[config.mk]
export PLATFORM = sky130hd
export DESIGN_NAME = sccb_slave
export DESIGN_NICKNAME = d
export VERILOG_FILES = /design/src/rtl/sccb_slave.sv
export SDC_FILE = /design/constraint.sdc
export NUM_CORES = 1
export LEC_CHECK = 0
export ABC_AREA = 1
export CORE_MARGIN = 2
export CORE_UTILIZATION = 35
export CTS_CLUSTER_DIAMETER = 60
export DETAILED_ROUTE_END_ITERATION = 12
export SLEW_MARGIN = 15
export SYNTH_ARGS = -nofsm -noshare
export SYNTH_HDL_FRONTEND = slang
export SYNTH_SLANG_ARGS = --single-unit
[constraint.sdc]
create_clock -name i_clk -period 1.8 [get_ports i_clk]
set_input_delay 0.45 -clock i_clk [delete_from_list [all_inputs] [get_ports i_clk]]
set_output_delay 0.45 -clock i_clk [all_outputs]
set_load 0.03 [all_outputs]
[src/rtl/sccb_slave.sv]
// -----------------------------------------------------------------------------
// sccb_slave
//   SCCB / I2C-style target that stands in for the OV5642 register port
//   (8-bit device ID, 16-bit register address, 8-bit data). It is intended for
//   loopback bring-up and simulation of the SCCB master. It decodes the
//   SIOC/SIOD pin traffic and turns it into strobes on a simple register-file
//   interface.
//
// Ports
//   i_clk        system clock, at least 16x the SIOC frequency
//   i_rst        synchronous, active-high reset
//   i_sioc       SCCB clock from the master (asynchronous)
//   i_siod_in    SCCB data as seen on the pin (asynchronous)
//   o_siod_oe    1 = pull SIOD low (open drain), 0 = release
//   o_reg_addr   current register address
//   o_reg_wdata  write data, valid while o_reg_we is high
//   o_reg_we     one-cycle write strobe
//   o_reg_re     one-cycle read strobe
//   i_reg_rdata  read data, valid on the cycle after o_reg_re
//   o_busy       high whenever the FSM is not idle
//   o_start_det  one-cycle pulse on each START / repeated START
//   o_stop_det   one-cycle pulse on each STOP
// -----------------------------------------------------------------------------
module sccb_slave #(
    parameter logic [7:0] DEVICE_ID = 8'h78
) (
    input  logic        i_clk,
    input  logic        i_rst,
    input  logic        i_sioc,
    input  logic        i_siod_in,
    output logic        o_siod_oe,
    output logic [15:0] o_reg_addr,
    output logic [7:0]  o_reg_wdata,
    output logic        o_reg_we,
    output logic        o_reg_re,
    input  logic [7:0]  i_reg_rdata,
    output logic        o_busy,
    output logic        o_start_det,
    output logic        o_stop_det
);

    typedef enum logic [3:0] {
        S_IDLE,
        S_ID,
        S_ADDR_HI,
        S_ADDR_LO,
        S_WDATA,
        S_ACK,
        S_RDATA,
        S_MACK,
        S_WAIT_STOP
    } state_t;

    // Synchronizers plus one history stage for edge detection. They reset to
    // the idle-bus level so that leaving reset never looks like a bus event.
    logic r_sioc_s1, r_sioc_s2, r_sioc_d;
    logic r_siod_s1, r_siod_s2, r_siod_d;

    state_t      r_state;
    state_t      r_next;       // receive state to enter once the ACK completes
    logic [2:0]  r_bit_cnt;
    logic [6:0]  r_rx_shift;   // the 8th bit is taken straight from the pin
    logic [7:0]  r_tx_shift;
    logic        r_ack_on;     // ACK low phase already started
    logic        r_rd_armed;   // next drive edge in RDATA sends the MSB
    logic        r_re_pend;    // read strobe one cycle after an address bump
    logic        r_cap;        // read data is valid this cycle
    logic        r_inc;        // post-write address increment
    logic        r_siod_oe;
    logic [15:0] r_reg_addr;
    logic [7:0]  r_reg_wdata;
    logic        r_reg_we;
    logic        r_reg_re;
    logic        r_start_det;
    logic        r_stop_det;

    logic       w_start;
    logic       w_stop;
    logic       w_rise;
    logic       w_fall;
    logic [7:0] w_rx_byte;

    always_ff @(posedge i_clk) begin
        if (i_rst) begin
            r_sioc_s1 <= 1'b1;
            r_sioc_s2 <= 1'b1;
            r_sioc_d  <= 1'b1;
            r_siod_s1 <= 1'b1;
            r_siod_s2 <= 1'b1;
            r_siod_d  <= 1'b1;
        end else begin
            r_sioc_s1 <= i_sioc;
            r_sioc_s2 <= r_sioc_s1;
            r_sioc_d  <= r_sioc_s2;
            r_siod_s1 <= i_siod_in;
            r_siod_s2 <= r_siod_s1;
            r_siod_d  <= r_siod_s2;
        end
    end

    // SIOC must be stable high across the SIOD transition for START/STOP.
    assign w_start   = r_sioc_s2 & r_sioc_d & r_siod_d & ~r_siod_s2;
    assign w_stop    = r_sioc_s2 & r_sioc_d & ~r_siod_d & r_siod_s2;
    assign w_rise    = r_sioc_s2 & ~r_sioc_d;
    assign w_fall    = ~r_sioc_s2 & r_sioc_d;
    assign w_rx_byte = {r_rx_shift, r_siod_s2};

    always_ff @(posedge i_clk) begin
        if (i_rst) begin
            r_state     <= S_IDLE;
            r_next      <= S_IDLE;
            r_bit_cnt   <= 3'd7;
            r_rx_shift  <= 7'd0;
            r_tx_shift  <= 8'd0;
            r_ack_on    <= 1'b0;
            r_rd_armed  <= 1'b0;
            r_re_pend   <= 1'b0;
            r_cap       <= 1'b0;
            r_inc       <= 1'b0;
            r_siod_oe   <= 1'b0;
            r_reg_addr  <= 16'd0;
            r_reg_wdata <= 8'd0;
            r_reg_we    <= 1'b0;
            r_reg_re    <= 1'b0;
            r_start_det <= 1'b0;
            r_stop_det  <= 1'b0;
        end else begin
            r_reg_we    <= 1'b0;
            r_start_det <= 1'b0;
            r_stop_det  <= 1'b0;
            r_reg_re    <= r_re_pend;
            r_re_pend   <= 1'b0;
            r_inc       <= 1'b0;
            // Read data arrives the cycle after the strobe.
            r_cap       <= r_reg_re;
            if (r_cap)
                r_tx_shift <= i_reg_rdata;
            if (r_inc)
                r_reg_addr <= r_reg_addr + 16'd1;

            if (w_start) begin
                r_start_det <= 1'b1;
                r_siod_oe   <= 1'b0;
                r_bit_cnt   <= 3'd7;
                r_ack_on    <= 1'b0;
                r_rd_armed  <= 1'b0;
                r_state     <= S_ID;
            end else if (w_stop) begin
                r_stop_det  <= 1'b1;
                r_siod_oe   <= 1'b0;
                r_bit_cnt   <= 3'd7;
                r_ack_on    <= 1'b0;
                r_rd_armed  <= 1'b0;
                r_state     <= S_IDLE;
            end else begin
                case (r_state)
                    S_ID, S_ADDR_HI, S_ADDR_LO, S_WDATA: begin
                        if (w_rise) begin
                            r_rx_shift <= w_rx_byte[6:0];
                            if (r_bit_cnt != 3'd0) begin
                                r_bit_cnt <= r_bit_cnt - 3'd1;
                            end else begin
                                r_bit_cnt <= 3'd7;
                                r_ack_on  <= 1'b0;
                                r_state   <= S_ACK;
                                case (r_state)
                                    S_ID: begin
                                        if (w_rx_byte[7:1] != DEVICE_ID[7:1]) begin
                                            r_state <= S_WAIT_STOP;
                                        end else if (w_rx_byte[0]) begin
                                            // Read uses whatever address is retained.
                                            r_reg_re <= 1'b1;
                                            r_next   <= S_RDATA;
                                        end else begin
                                            r_next <= S_ADDR_HI;
                                        end
                                    end
                                    S_ADDR_HI: begin
                                        r_reg_addr[15:8] <= w_rx_byte;
                                        r_next           <= S_ADDR_LO;
                                    end
                                    S_ADDR_LO: begin
                                        r_reg_addr[7:0] <= w_rx_byte;
                                        r_next          <= S_WDATA;
                                    end
                                    default: begin
                                        // Address is held during the strobe and
                                        // bumped on the following cycle.
                                        r_reg_wdata <= w_rx_byte;
                                        r_reg_we    <= 1'b1;
                                        r_inc       <= 1'b1;
                                        r_next      <= S_WDATA;
                                    end
                                endcase
                            end
                        end
                    end

                    S_ACK: begin
                        if (w_fall) begin
                            if (!r_ack_on) begin
                                r_siod_oe <= 1'b1;
                                r_ack_on  <= 1'b1;
                            end else begin
                                r_ack_on <= 1'b0;
                                if (r_next == S_RDATA) begin
                                    // The edge that ends the ACK also launches the MSB.
                                    r_siod_oe  <= ~r_tx_shift[7];
                                    r_tx_shift <= {r_tx_shift[6:0], 1'b0};
                                    r_bit_cnt  <= 3'd7;
                                    r_state    <= S_RDATA;
                                end else begin
                                    r_siod_oe <= 1'b0;
                                    r_state   <= r_next;
                                end
                            end
                        end
                    end

                    S_RDATA: begin
                        if (w_fall) begin
                            if (r_rd_armed) begin
                                r_rd_armed <= 1'b0;
                                r_siod_oe  <= ~r_tx_shift[7];
                                r_tx_shift <= {r_tx_shift[6:0], 1'b0};
                                r_bit_cnt  <= 3'd7;
                            end else if (r_bit_cnt == 3'd0) begin
                                r_siod_oe <= 1'b0;
                                r_state   <= S_MACK;
                            end else begin
                                r_siod_oe  <= ~r_tx_shift[7];
                                r_tx_shift <= {r_tx_shift[6:0], 1'b0};
                                r_bit_cnt  <= r_bit_cnt - 3'd1;
                            end
                        end
                    end

                    S_MACK: begin
                        if (w_rise) begin
                            if (!r_siod_s2) begin
                                // Strobe one cycle later so it sees the new address.
                                r_reg_addr <= r_reg_addr + 16'd1;
                                r_re_pend  <= 1'b1;
                                r_rd_armed <= 1'b1;
                                r_state    <= S_RDATA;
                            end else begin
                                r_state <= S_WAIT_STOP;
                            end
                        end
                    end

                    S_WAIT_STOP: begin
                        r_siod_oe <= 1'b0;
                    end

                    S_IDLE: begin
                        r_siod_oe <= 1'b0;
                    end

                    default: begin
                        r_siod_oe <= 1'b0;
                        r_state   <= S_IDLE;
                    end
                endcase
            end
        end
    end

    assign o_siod_oe   = r_siod_oe;
    assign o_reg_addr  = r_reg_addr;
    assign o_reg_wdata = r_reg_wdata;
    assign o_reg_we    = r_reg_we;
    assign o_reg_re    = r_reg_re;
    assign o_busy      = (r_state != S_IDLE);
    assign o_start_det = r_start_det;
    assign o_stop_det  = r_stop_det;

endmodule

==> qor.yml <==
status: "complete, no violations"
cp-end-kind: "primary output"
synth_cell_type_count: 42
nets: 639
synth.most_common_cell: "nand2_1"
post-route-period-util: 0.9784
path_buf_inv: 1
area_growth_pct: 27.00
path_clk_slew_ns: 0.07
vias: 3828
clock-sinks: 64
antenna_found_initial: 0
synth_common_cells: "nand2_1, dfxtp_1, inv_1"
grtUsageTotal: 0.1929
path_depth: 1
cts_made_buffers: 9
fill_cells: 1095
final_hold_viol_count: 0
start_util: 0.3587
hpwl_um: 7927
leakagePower_nw: 2.156
grt_overflow: 0
finalInstanceArea_mm2: 0.004661
start_kind: "register"
grt_setup_unrepaired: "yes"
ioPinCount: 42
path_cells: "clkdlybuf4s50_1"
portBuffers: 41
antenna_cells: 0
die_x_um: 106.4
syn_area_per_cell_um2: 6.588
synth_seq_area_share: 0.3491
drc: 0
gp_congestion: 0.9266
netlist.area_leader.share: 0.3491
synthCells: 557
r2r_cells: 8
routedWlPerCell_um: 13.45
cts.path.max_buffers: 2
synth_edf_count: 0
via_per_inst: 5.004
synthTopCellsByArea: "dfxtp_1, nand2_1, nand3_1, inv_1, nor2_1"
timing.final.ws_setup_ns: 0.03884
die-area_mm2: 0.01132
vdd_drop_max_mv: 0.4510
r2r_slack_ns: 0.14
cp-startpoint: "o_stop_det"
cap_violations: 0
skew_ns: 0.01195
clock_latency_ns: 0.35
grt_pass1_vias: 3611
switching_power_mw: 1.621
crit_required_ns: 1.35
fmax_mhz: 567.8
drive_gt1_frac: 0.1669
core-area_mm2: 0.01023
first_iter_violations: 275
root_buffer: "clkbuf_8"
synth_top_area_cell: "dfxtp_1"
setup_tns_ns: 0
ys.flop_type: "dfxtp_1"
async_flop_share: 0
pwr-share-clk: 0.289
worstPathArrival_ns: 1.31
cts_tree: "yes"
worst_pin_slew_ns: 0.4247
crit_slowest_cell: "clkdlybuf4s50_1"
slowest_delay_ns: 0.67
syn-num-nets: 572
fin_total_pwr_mw: 4.288
die_y_um: 106.4
drt_wl_total_um: 10290
yosysWarningCount: 0
first_pass_iters: 5
hold_ws_ns: 0.4138
crit_type: "reg -> out"
grt_first_pass_wirelength_um: 17390
antenna_left: 0
p_per_area_mw_per_mm2: 920.0
p_sw_frac: 0.3780
rows: 37
grt_max_degree: 21
intPower_mw: 2.667
pre_cts_slack_ns: 0.02683
worstPathMaxFanout: 1
hold_class: "reg -> reg"
fin_crit_ns: 1.761
final_max_slew_viol_count: 0
placed_area_mm2: 0.004407
synth_area_mm2: 0.003670
cpLargestDelayFamily: "buffers and inverters"
h-tree-depth: 3
timing.rr.start: "o_reg_addr[1]"
worstReg2RegEnd: "o_reg_addr[6]"
share_comb_of_total_power: 0.351
yosys_register_bits: 64
seqPwrFrac: 0.360
crit_path_end: "o_stop_det"
setup_viol: 0
relSlewSlack: 0.7165
==> per-layer routing <==
metal,part of all wire,global-route usage,vias up
li1,-,-,1964
met1,0.50,0.2765,1749
met2,0.44,0.2921,97
met3,0.045,0.02882,18
met4,0.017,0.07049,0
met5,0,0,-
==> cell usage in the layout, fill, tap and decap left out, types with 2 or more instances in the layout <==
| cell type | n |
|---|---|
| nand2_1 | 151 |
| dfxtp_1 | 62 |
| inv_1 | 59 |
| nand3_1 | 49 |
| nor2_1 | 45 |
| o21ai_0 | 37 |
| a21oi_1 | 32 |
| dlygate4sd2_1 | 26 |
| buf_4 | 26 |
| clkdlybuf4s50_1 | 13 |
| inv_2 | 10 |
| nand2_2 | 10 |
| nor2_2 | 9 |
| o211ai_1 | 9 |
| clkbuf_8 | 9 |
| nand4_1 | 7 |
| nor2_4 | 6 |
| nand3_2 | 6 |
| o22ai_1 | 6 |
| xor2_1 | 6 |
| or2_2 | 5 |
| a21oi_2 | 4 |
| o21ai_1 | 3 |
| ha_1 | 3 |
| nand4_4 | 2 |
| a21oi_4 | 2 |
| nor3_1 | 2 |
| o21bai_1 | 2 |
| a22oi_1 | 2 |
| mux2i_1 | 2 |
| clkinv_2 | 2 |
| clkinvlp_4 | 2 |
| clkinv_4 | 2 |
| dfxtp_2 | 2 |
| buf_12 | 2 |
==> stage by stage <==
stage                     utilization  std cells
after floorplan                     -        557
after global placement         0.4307        749
after detailed placement       0.4307        749
after global routing           0.4555        765
final                          0.4555        765
after CTS                      0.4467        765
==> registers in the layout, indices dropped and copies added, names as in the netlist, 3 cells and up <==
register,cells
r_state,4
o_reg_wdata,8
o_reg_addr,16
r_rx_shift,7
r_bit_cnt,3
r_next,3
r_tx_shift,8
==> cell type report <==
type | count | area [um^2] | share of cell area
Clock buffer | 9 | 123.9 | 0.02658
Clock inverter | 7 | 72.57 | 0.01557
Inverter | 70 | 265.3 | 0.05691
Multi-Input combinational cell | 412 | 2152 | 0.4617
Sequential cell | 64 | 1284 | 0.2754
Tap cell | 136 | 170.2 | 0.03651
Timing Repair Buffer | 67 | 593.1 | 0.1272
==> worst min path at each step <==
stage | start | endpoint | slack, ns | cells after the start
2_1_floorplan | r_sioc_s1 | r_sioc_s2 | 0.39 | 1
3_3_place_gp | r_sioc_s1 | r_sioc_s2 | 0.39 | 1
3_5_place_dp | r_sioc_s1 | r_sioc_s2 | 0.40 | 1
4_1_cts | r_sioc_s1 | r_sioc_s2 | 0.41 | 1
5_1_grt | r_siod_s1 | r_siod_s2 | 0.43 | 1
6_report | r_sioc_s1 | r_sioc_s2 | 0.41 | 1
==> what timing repair did <==
item,in CTS,in global routing
pin swaps,0,1
hold buffers,0,0
setup buffers,0,0
gates resized for setup,26,24
endpoints found under the setup margin,26,37
==> logic make-up (layout without fill, tap and decap cells) <==
logic type      count (synthesis)  in the layout  share of synthesized area
fa+ha+maj                       3              3                    0.01023
compound gates                102            102                     0.1606
xor+xnor                        7              7                    0.01671
simple gates                  298            298                     0.3696
mux                             2              2                   0.005455
buf+inv                        81            153                    0.08831
flops                          64             64                     0.3491
==> power groups by stage <==
stage                     registers [mW]  logic [mW]  clock network [mW]
after global placement              1.57        1.43                   0
after CTS                           1.54        1.44                1.27
final                               1.54        1.51                1.24
after detailed placement            1.57        1.44                   0
after floorplan                     1.58       0.928                   0
after global routing                1.55        1.67                1.34
Power figures use the tool's default switching activity.
